### src/rtl/srcnn_output_packer.sv
// rtl/srcnn_output_packer.sv - SRCNN activation clamp, RGB888 pack, AXI4-Stream video framing and clip statistics
//
// Ports:
//   clock_i          single clock domain
//   reset_i          synchronous active-low reset
//   slave_valid_i    input beat valid
//   slave_ready_o    input beat accepted when high (registered, equals "skid register empty")
//   slave_data_i     3 signed activations, channel c at [c*ActivationWidth +: ActivationWidth]
//   master_tvalid_o  output beat valid
//   master_tready_i  sink accepts the output beat
//   master_tdata_o   RGB888, clamped channel c at [8c +: 8]
//   master_tuser_o   start of frame (row 0, col 0)
//   master_tlast_o   end of line (col Width-1)
//   clip_count_o     clamped samples in the last completed frame
//   frame_done_o     one-cycle pulse after the frame's last pixel is accepted
module srcnn_output_packer #(
    parameter int Height          = 600,
    parameter int Width           = 800,
    parameter int ActivationWidth = 10
) (
    input  logic                           clock_i,
    input  logic                           reset_i,
    input  logic                           slave_valid_i,
    output logic                           slave_ready_o,
    input  logic [3*ActivationWidth-1:0]   slave_data_i,
    output logic                           master_tvalid_o,
    input  logic                           master_tready_i,
    output logic [23:0]                    master_tdata_o,
    output logic                           master_tuser_o,
    output logic                           master_tlast_o,
    output logic [31:0]                    clip_count_o,
    output logic                           frame_done_o
);

    localparam int RowW = (Height > 1) ? $clog2(Height) : 1;
    localparam int ColW = (Width > 1) ? $clog2(Width) : 1;
    localparam logic [RowW-1:0] LastRow = RowW'(Height - 1);
    localparam logic [ColW-1:0] LastCol = ColW'(Width - 1);

    typedef struct packed {
        logic        user;
        logic        last;
        logic [23:0] data;
    } beat_t;

    // ------------------------------------------------------------------
    // Per-channel clamp of the incoming activations to 0..255
    // ------------------------------------------------------------------
    logic [23:0] pix_data;
    logic [2:0]  pix_clip;
    logic [1:0]  pix_clips;

    for (genvar c = 0; c < 3; c++) begin : g_clamp
        logic [ActivationWidth-1:0] ch;
        logic                       neg;
        logic                       over;

        assign ch   = slave_data_i[c*ActivationWidth +: ActivationWidth];
        assign neg  = ch[ActivationWidth-1];
        // Unsigned compare is safe here because it only matters when the sign bit is clear.
        assign over = !neg && (ch > ActivationWidth'(255));
        assign pix_data[8*c +: 8] = neg ? 8'h00 : (over ? 8'hFF : ch[7:0]);
        assign pix_clip[c]        = neg | over;
    end

    assign pix_clips = 2'(pix_clip[0]) + 2'(pix_clip[1]) + 2'(pix_clip[2]);

    // ------------------------------------------------------------------
    // State
    // ------------------------------------------------------------------
    beat_t            out_beat_q, out_beat_d;
    logic             out_valid_q, out_valid_d;
    beat_t            skid_beat_q, skid_beat_d;
    logic             skid_valid_q, skid_valid_d;
    logic             ready_q, ready_d;
    logic [ColW-1:0]  col_q, col_d;
    logic [RowW-1:0]  row_q, row_d;
    logic [31:0]      clip_acc_q, clip_acc_d;
    logic [31:0]      clip_count_q, clip_count_d;
    logic             frame_done_q, frame_done_d;

    logic             accept;
    logic             out_free;
    logic             col_last;
    logic             row_last;
    beat_t            in_beat;
    logic [32:0]      acc_sum;
    logic [31:0]      acc_sat;

    assign accept   = slave_valid_i & ready_q;
    assign out_free = ~out_valid_q | master_tready_i;
    assign col_last = (col_q == LastCol);
    assign row_last = (row_q == LastRow);

    // Framing is decided at acceptance and travels with the beat.
    assign in_beat.user = (row_q == '0) && (col_q == '0);
    assign in_beat.last = col_last;
    assign in_beat.data = pix_data;

    assign acc_sum = {1'b0, clip_acc_q} + 33'(pix_clips);
    assign acc_sat = acc_sum[32] ? 32'hFFFF_FFFF : acc_sum[31:0];

    // ------------------------------------------------------------------
    // Skid buffer: output register first, skid register only on stall.
    // ready_q mirrors "skid empty", so an accept never coincides with a
    // full skid register and the skid-to-output move never drops a beat.
    // ------------------------------------------------------------------
    always_comb begin
        out_valid_d  = out_valid_q;
        out_beat_d   = out_beat_q;
        skid_valid_d = skid_valid_q;
        skid_beat_d  = skid_beat_q;

        if (out_free) begin
            if (skid_valid_q) begin
                out_valid_d  = 1'b1;
                out_beat_d   = skid_beat_q;
                skid_valid_d = 1'b0;
            end else begin
                out_valid_d = accept;
                if (accept) begin
                    out_beat_d = in_beat;
                end
            end
        end else if (accept) begin
            skid_valid_d = 1'b1;
            skid_beat_d  = in_beat;
        end

        ready_d = ~skid_valid_d;
    end

    // ------------------------------------------------------------------
    // Raster counters and per-frame clip statistics (input side, so they
    // are unaffected by sink stalls)
    // ------------------------------------------------------------------
    always_comb begin
        col_d        = col_q;
        row_d        = row_q;
        clip_acc_d   = clip_acc_q;
        clip_count_d = clip_count_q;
        frame_done_d = 1'b0;

        if (accept) begin
            if (col_last) begin
                col_d = '0;
                row_d = row_last ? '0 : row_q + RowW'(1);
            end else begin
                col_d = col_q + ColW'(1);
            end

            if (col_last && row_last) begin
                clip_count_d = acc_sat;
                clip_acc_d   = '0;
                frame_done_d = 1'b1;
            end else begin
                clip_acc_d = acc_sat;
            end
        end
    end

    always_ff @(posedge clock_i) begin
        if (!reset_i) begin
            out_beat_q   <= '0;
            out_valid_q  <= 1'b0;
            skid_beat_q  <= '0;
            skid_valid_q <= 1'b0;
            ready_q      <= 1'b0;
            col_q        <= '0;
            row_q        <= '0;
            clip_acc_q   <= '0;
            clip_count_q <= '0;
            frame_done_q <= 1'b0;
        end else begin
            out_beat_q   <= out_beat_d;
            out_valid_q  <= out_valid_d;
            skid_beat_q  <= skid_beat_d;
            skid_valid_q <= skid_valid_d;
            ready_q      <= ready_d;
            col_q        <= col_d;
            row_q        <= row_d;
            clip_acc_q   <= clip_acc_d;
            clip_count_q <= clip_count_d;
            frame_done_q <= frame_done_d;
        end
    end

    assign slave_ready_o   = ready_q;
    assign master_tvalid_o = out_valid_q;
    assign master_tdata_o  = out_beat_q.data;
    assign master_tuser_o  = out_beat_q.user;
    assign master_tlast_o  = out_beat_q.last;
    assign clip_count_o    = clip_count_q;
    assign frame_done_o    = frame_done_q;

endmodule

### config.mk
export PLATFORM = sky130hd
export DESIGN_NAME = srcnn_output_packer
export DESIGN_NICKNAME = d
export VERILOG_FILES = /design/src/rtl/srcnn_output_packer.sv
export SDC_FILE = /design/constraint.sdc
export NUM_CORES = 1
export LEC_CHECK = 0
export ABC_CLOCK_PERIOD_IN_PS = 3400
export CAP_MARGIN = 20
export CORE_UTILIZATION = 49
export CTS_CLUSTER_SIZE = 10
export DETAILED_ROUTE_END_ITERATION = 7
export HOLD_SLACK_MARGIN = 0.08
export PLACE_DENSITY = 0.77
export SLEW_MARGIN = 20
export SYNTH_ARGS = -nofsm -noshare
export SYNTH_HDL_FRONTEND = slang
export SYNTH_SLANG_ARGS = --single-unit
### constraint.sdc
create_clock -name clock_i -period 3.4 [get_ports clock_i]
set_clock_uncertainty 0.15 [all_clocks]
set_input_delay 0.51 -clock clock_i [delete_from_list [all_inputs] [get_ports clock_i]]
set_output_delay 0.51 -clock clock_i [all_outputs]
set_load 0.005 [all_outputs]
Yosys cells after proc, flatten, opt, wreduce, memory -nomap -nowiden
Cells that the tools add are included.
- input port bits: 34
- logic and storage cells: 64
- register bits after elaboration: 140
- output and inout port bits: 61
- reduce and logical (&&, ||, !) cells: 16
- bitwise logic cells: 8
- $lt $le $gt $ge: 3
- muxes and demuxes: 16
- eq/ne operators: 2
- $add $sub $neg: 5
- operators by type and width (cell ; number):
    $mux W32 ; 2
    $mux W26 ; 2
    $mux W8 ; 6
    $add A32 B2 Y33 ; 1
    $gt A10 B8 Y1 const B ; 3
    $add A10 B1 Y10 const B ; 2
    $eq A10 B10 Y1 const B ; 2
    $logic_not A10 Y1 ; 2
    $mux W10 ; 2
    $reduce_and A2 Y1 ; 5
    $logic_and A1 B1 Y1 ; 5
    $mux W1 ; 4
    $or A1 B1 Y1 ; 4
    $logic_not A1 Y1 ; 3
    $not A1 Y1 ; 3
    $add A1 B1 Y2 ; 1
    $add A2 B1 Y2 ; 1
    $reduce_bool A2 Y1 ; 1
    $and A1 B1 Y1 ; 1

Depth between registers and ports, before layout
Gate-level depths: netlist of run 1.
- depth after elaboration: 8
- depth in mapped cells: 13

Worst setup path after synthesis of run 1
Ideal clock, no wire load.
- kind: in2reg
- start: input port slave_data_i[9]
- end: register clip_acc_q[16]
- arrival time: 3.513 ns
- setup slack: -0.380 ns
- setup time: 0.117 ns
- buffers on the path: 4
- data required time: 3.133 ns
- stages: 13
- cells stage by stage: clkbuf_1 clkbuf_1 or2_2 fa_1 ha_1 fa_1 and3_1 buf_2 nand3_1 clkbuf_1 or3_1 nand3_1 a32o_1
- word-level cells in the longest chain between the ends: 8
- RTL lines (what ; line ; RTL):
    from (decl) ; 25 ; input logic [3*ActivationWidth-1:0] slave_data_i,
    $gt A10 B8 Y1 / $logic_not A1 Y1 (equally long branches) ; 61 ; assign over = !neg && (ch > ActivationWidth'(255));
    $logic_and A1 B1 Y1 ; 61 ;
    $or A1 B1 Y1 (*) ; 63 ; assign pix_clip[c] = neg | over;
    $add A1 B1 Y2 (*) ; 66 ; assign pix_clips = 2'(pix_clip[0]) + 2'(pix_clip[1]) + 2'(pix_clip[2]);
    $add A2 B1 Y2 (*) ; 66 ;
    $add A32 B2 Y33 (*) ; 100 ; assign acc_sum = {1'b0, clip_acc_q} + 33'(pix_clips);
    $mux W32 (*) ; 101 ; assign acc_sat = acc_sum[32] ? 32'hFFFF_FFFF : acc_sum[31:0];
    $mux W32 (*) ; 152 ; if (col_last && row_last) begin
    to (signal assigned) ; 182 ; clip_acc_q <= clip_acc_d;
    to (decl) ; 78 ; logic [31:0] clip_acc_q, clip_acc_d;
Every way passes the cells marked *; elsewhere a longest branch is shown, timed or not.
A chain may end at the register's enable or synchronous reset.

Final worst setup path of run 1
- start: input port slave_data_i[19]
- end: register clip_count_q[12] (netlist: clip_count_o[12])
- word-level cells in the longest chain between the ends: 7
- RTL lines (what ; line ; RTL):
    $gt A10 B8 Y1 / $logic_not A1 Y1 (equally long branches) ; 61 ;
    $logic_and A1 B1 Y1 ; 61 ;
    $or A1 B1 Y1 (*) ; 63 ;
    $add A1 B1 Y2 (*) ; 66 ;
    $add A2 B1 Y2 (*) ; 66 ;
    $add A32 B2 Y33 (*) ; 100 ;
    $mux W32 (*) ; 101 ;
    to (signal assigned) ; 183 ; clip_count_q <= clip_count_d;
    to (decl) ; 79 ; logic [31:0] clip_count_q, clip_count_d;
Marked as above.

==> results.toml, run 1 <==
[clock_network]
cts_resized = 0
cts_setup_buffers = 0
cts_buffers = 17
cts_hold_buf = 0
cts_tree = "done"
cts.clk_slew.worst_paths_ns = 0.06
htreeDepth = 4
clock-sinks = 140
root_buffer = "clkbuf_16"
clk_path_buf_depth = 2
clk_latency_ns = 0.44

[die]
fp.coreArea_um2 = 13300
die_area_um2 = 14100
die-height_um = 119
die_x_um = 119
initial_core_util = 0.503
fp-row-count = 42
num_io_pins = 95

[place]
place.gp.congestion = 0.923
place_hpwl_um = 12100
placed_cells = 1099
numPortBuffers = 94
dp_slack_ns = -0.254

[yosys]
ys_types = 54
synth_area_leaders = "dfxtp_1 (42%), a21oi_1 (7.1%), nor2_1 (6.8%), nor3_1 (5.5%), a211oi_1 (3.5%)"
synthDominantCellAreaShare = 0.419
syn_nets = 890
syn-cell-area_um2 = 6680
synthArstFlopShare = 0
synth_ff_type = "dfxtp_1"
synth_edf_count = 0
seq_area_frac_synth = 0.419
synth.largest_area_cell = "dfxtp_1"
yosys_warnings = 0
avgSynthCellArea_um2 = 7.88
synthCells = 848
synth.ff_latch_count = 140

[route]
vias_per_cell = 5.76
drtPass1Iterations = 7
vias = 6507
ant_nets = 0
drt-initial-drc-count = 413
drc = 0
wl_per_cell_um = 15.7
drt_wl_total_um = 17800

[global_route]
grt_antenna_before_repair = 0
grt_util_all_layers = 0.266
grt.overflow.total = 0
grt_pass1_vias = 6021
grt_pass1_wl_um = 29800
grt_max_degree = 54

[cells_and_area]
stdcell_count = 1130
area_growth_pct = 29.4
drive_above_1_share = 0.118
fin_util = 0.650
final_nets = 984
antenna_cells = 0

[timing]
relSlewSlack = 0.473
fin_setup_tns_ns = 0
max_freq_ghz = 0.312
tightest_slew_ns = 0.784
worst_slack_ns = 0.191
rsz0062_at_grt = "no"
hold_viol = 0
finalSetupViolCount = 0
worst_hold_slack_ns = 0.300
finalCriticalPeriod_ns = 3.21
min_period_over_period = 0.944
maxSlewViolCount = 0

[setup_path]
crit_type = "primary input to register"
slowest_stage = "fa_2"
crit_chain = "clkdlybuf4s50_1 > or2_4 > fa_2 > ha_4 > fa_2 > and3_4 > nand3_4 > nor3_1 > nor2_2 > buf_12 > a21oi_1"
worstPathMaxFanout = 15
cp.arrival_ns = 3.42
critPathLaunchType = "primary input"
cp.required_ns = 3.61
worst_path_largest_cell_delay_ns = 0.59
crit_top_cell = "fa_2"
crit_path_end_kind = "register"

[power_and_ir_drop]
combPwrFrac = 0.079
power_density_nw_per_um2 = 451
switching_share = 0.237
seqPwrFrac = 0.434
clockPowerShare = 0.486
intPower_uw = 2970
p_leak_uw = 0.00307
switchingPower_uw = 923
vdd_ir_drop_max_v = 0.000351

[run]
cap_violations = 0

[run_status]
run_status = "complete, no violations"

[hold_path]
hold_path_class = "register to register"
[kinds of logic (layout without fill, tap and decap cells)]
kind of cell	count (synthesis)	in the layout	synth area share
multiplexers	1	1	0.00150
XOR/XNOR	38	38	0.0498
adder cells (fa/ha/maj)	8	8	0.0172
AND/OR/NAND/NOR	363	363	0.265
buffers and inverters	78	184	0.0470
AO/OA/AOI/OAI	220	220	0.200
flip-flops	140	140	0.419
[routing by layer]
layer,global-route usage,vias to the layer above,share of wire
li1,-,3236,-
met4,0.121,0,0.025
met3,0.0729,38,0.067
met1,0.339,3006,0.45
met2,0.418,227,0.46
met5,0,-,0
[flip-flops by register name (all words and copies together), names as in the netlist]
name,count
clip_acc_q,32
clip_count_o,32
skid_beat_q,26
master_tdata_o,24
col_q,10
row_q,10
frame_done_o,1
master_tlast_o,1
master_tuser_o,1
master_tvalid_o,1
skid_valid_q,1
slave_ready_o,1
[cell usage after synthesis (2+ instances only)]
library cell / count
a211oi_1: 31
a21o_1: 3
a21oi_1: 95
a22o_1: 3
a311oi_1: 4
a31o_2: 2
a31oi_1: 6
and2_1: 5
and3_1: 20
and4_1: 6
buf_1: 4
buf_2: 14
clkbuf_1: 49
dfxtp_1: 140
fa_1: 2
ha_1: 6
inv_1: 9
nand2_1: 46
nand2b_1: 2
nand3_1: 34
nand3_2: 2
nand4_1: 19
nand4_2: 2
nor2_1: 121
nor2b_1: 2
nor3_1: 73
nor4_1: 12
o211a_1: 3
o211ai_1: 6
o21a_1: 4
o21ai_0: 46
o21ba_2: 2
o221a_2: 3
o31ai_1: 5
or2_2: 6
or3_1: 6
or4_1: 2
xnor2_1: 17
xor2_1: 21
[power by group through the flow]
stage          logic, uW  registers (uW)  clock network (uW)
2_1_floorplan        163            1730                   0
3_3_place_gp         303            1730                   0
3_5_place_dp         309            1730                   0
4_1_cts              310            1690                1930
5_1_grt              342            1700                1990
6_report             310            1690                1890
[metrics by stage]
stage	cell area (um^2)	total power [uW]
final	8640	3900
after global routing	8640	4030
after CTS	8640	3930
after detailed placement	8050	2040
after global placement	8050	2030
after floorplan	6800	1890
[final timing paths]
| path | cells past startpoint | slack [ns] | startpoint | to |
|---|---|---|---|---|
| max | 11 | 0.19 | slave_data_i[19] | clip_count_o[12]$_SDFFE_PN0P_ |
| min reg2reg | 2 | 0.30 | clip_count_o[0]$_SDFFE_PN0P_ | clip_count_o[0]$_SDFFE_PN0P_ |
| min | 2 | 0.30 | clip_count_o[0]$_SDFFE_PN0P_ | clip_count_o[0]$_SDFFE_PN0P_ |
| max reg2reg | 9 | 0.67 | clip_acc_q[0]$_SDFFE_PN0P_ | clip_count_o[12]$_SDFFE_PN0P_ |
[layout make-up]
| class | instances | area [um^2] |
|---|---|---|
| fill | 1146 | 4650 |
| multi-input combinational | 630 | 3640 |
| sequential | 140 | 2800 |
| timing repair buffer | 143 | 1350 |
| clock buffer | 17 | 425 |
| tap | 176 | 220 |
| clock inverter | 14 | 171 |
| inverter | 10 | 37.5 |
[critical path: cells and delay by family]
kind | cells | cell delay [ns]
AO/OA/AOI/OAI | 1 | 0.13
AND/OR/NAND/NOR | 5 | 1.20
buffers and inverters | 2 | 0.60
adder cells (fa/ha/maj) | 3 | 0.97
[cells in the final DEF (no fill, tap or decap), types with 6 or more instances in the layout]
| master | count |
|---|---|
| nand4_1 | 19 |
| and4_1 | 6 |
| clkdlybuf4s50_1 | 94 |
| nor4_1 | 11 |
| o21ai_0 | 46 |
| inv_1 | 9 |
| dfxtp_1 | 140 |
| nor2_1 | 120 |
| xnor2_1 | 17 |
| nand2_1 | 46 |
| clkbuf_16 | 17 |
| nor3_1 | 72 |
| and3_1 | 19 |
| a31oi_1 | 6 |
| a21oi_1 | 94 |
| clkinvlp_4 | 6 |
| xor2_1 | 21 |
| nand3_1 | 33 |
| a211oi_1 | 31 |
| buf_4 | 46 |
| o211ai_1 | 6 |
No activity file was read; power rests on OpenSTA's default activity.
==> run 2: changes to the inputs <==
Settings changed: SETUP_SLACK_MARGIN set to 0.02.
==> results.toml, run 2 (synthesized netlist as in run 1, its figures left out) <==
[run_status]
run_status = "complete, no violations"

[timing]
maxSlewViolCount = 0
finalSetupViolCount = 0
max_freq_ghz = 0.314
worst_hold_slack_ns = 0.307
min_period_over_period = 0.936
hold_viol = 0
tightest_slew_ns = 0.839
finalCriticalPeriod_ns = 3.18
worst_slack_ns = 0.217
rsz0062_at_grt = "no"
relSlewSlack = 0.436

[clock_network]
root_buffer = "clkbuf_16"
cts_tree = "done"
cts_buffers = 17
cts.clk_slew.worst_paths_ns = 0.06
clock-sinks = 140
htreeDepth = 4
cts_hold_buf = 0
clk_latency_ns = 0.43
cts_resized = 0
clk_path_buf_depth = 2
cts_setup_buffers = 0

[cells_and_area]
area_growth_pct = 28.9
drive_above_1_share = 0.119
fin_util = 0.648
final_area_um2 = 8610
fillers = 1157
stdcell_count = 1130
multi_input_area_um2 = 3650
antenna_cells = 0
final_nets = 983
final_common_cell = "dfxtp_1"
seq_area_um2 = 2800
final_cell_mix = "dfxtp_1 (140), nor2_1 (120), a21oi_1 (94), clkdlybuf4s50_1 (94), nor3_1 (72)"

[global_route]
grt_util_all_layers = 0.259
grt_antenna_before_repair = 0
grt.overflow.total = 0
grt_pass1_wl_um = 29300
grt_max_degree = 66
grt_pass1_vias = 5940

[place]
place_hpwl_um = 12000
placed_cell_area_um2 = 8030
numPortBuffers = 94
place.gp.congestion = 0.942
placed_cells = 1098
dp_slack_ns = -0.266

[route]
drtPass1Iterations = 5
drc = 0
vias_per_cell = 5.75
vias = 6496
ant_nets = 0
drt-initial-drc-count = 384
wl_per_cell_um = 15.6
drt_wl_total_um = 17600

[setup_path]
crit_type = "primary input to register"
cp.required_ns = 3.59
slowest_stage = "fa_2"
worstPathMaxFanout = 5
path_buf_inv = 2
crit_path_end_kind = "register"
critPathLaunchType = "primary input"
critPathTopFamily = "simple AND/OR/NAND/NOR gates"
cp.arrival_ns = 3.37
worst_path_largest_cell_delay_ns = 0.59
crit_chain = "clkdlybuf4s50_1 > or2_4 > fa_2 > ha_4 > a21oi_2 > or4_1 > buf_4 > nor3_1 > a31oi_1 > a211oi_1"

[power_and_ir_drop]
power_density_nw_per_um2 = 438
vdd_ir_drop_max_v = 0.000330
p_leak_uw = 0.00308

[hold_path]
hold_path_class = "register to register"

[die]
fp-row-count = 42
num_io_pins = 95
die-height_um = 119
fp.coreArea_um2 = 13300
initial_core_util = 0.503
die_area_um2 = 14100
die_x_um = 119

[run]
cap_violations = 0
run 2: changes by cell type in the layout (fill, tap and decap cells not counted), moves of 2 or more:
cell       before  now
clkbuf_8        0    4
bufinv_16       3    1
inv_6           2    0
clkinv_2        2    5
run 2: final cells by class:
type | count | share of cell area
Timing Repair Buffer | 142 | 0.154
Inverter | 10 | 0.00436
Tap cell | 176 | 0.0256
Clock buffer | 21 | 0.0558
Clock inverter | 11 | 0.0107
Sequential cell | 140 | 0.325
Multi-Input combinational cell | 630 | 0.424
run 2: power by group:
part           switching [uW]  leakage, uW  internal, uW
Combinational             156      0.00167           156
Sequential               21.5      0.00113          1670
Clock                     694     0.000273          1070
run 2: stage by stage:
stage,TNS [ns],power (uW)
floorplan,0,1890
global placement,-2.75,2030
detailed placement,-6.00,2040
CTS,0,3810
global route,0,3910
finish,0,3770
run 2: worst min-delay path, delay by kind of cell, from the launching register on:
kind	cells	cell delay, ns
flops	1	0.31
compound gates	1	0.05
simple gates	1	0.05
run 2: layer usage:
layer  GRT usage  up-vias  share of wire
li1            -     3229              -
met1       0.330     3015           0.44
met2       0.411      231           0.47
met3      0.0767       21          0.075
met4       0.100        0          0.013
met5           0        -              0
run 2: worst paths after layout:
path,start,end,slack [ns],cells after the start
worst max-delay path,slave_data_i[19],clip_acc_q[21]$_SDFFE_PN0P_,0.22,10
worst min-delay path,skid_beat_q[24]$_SDFFE_PN0P_,skid_beat_q[24]$_SDFFE_PN0P_,0.31,2
worst max register to register,row_q[3]$_SDFFE_PN0P_,clip_acc_q[18]$_SDFFE_PN0P_,0.69,5
worst min register to register,skid_beat_q[24]$_SDFFE_PN0P_,skid_beat_q[24]$_SDFFE_PN0P_,0.31,2
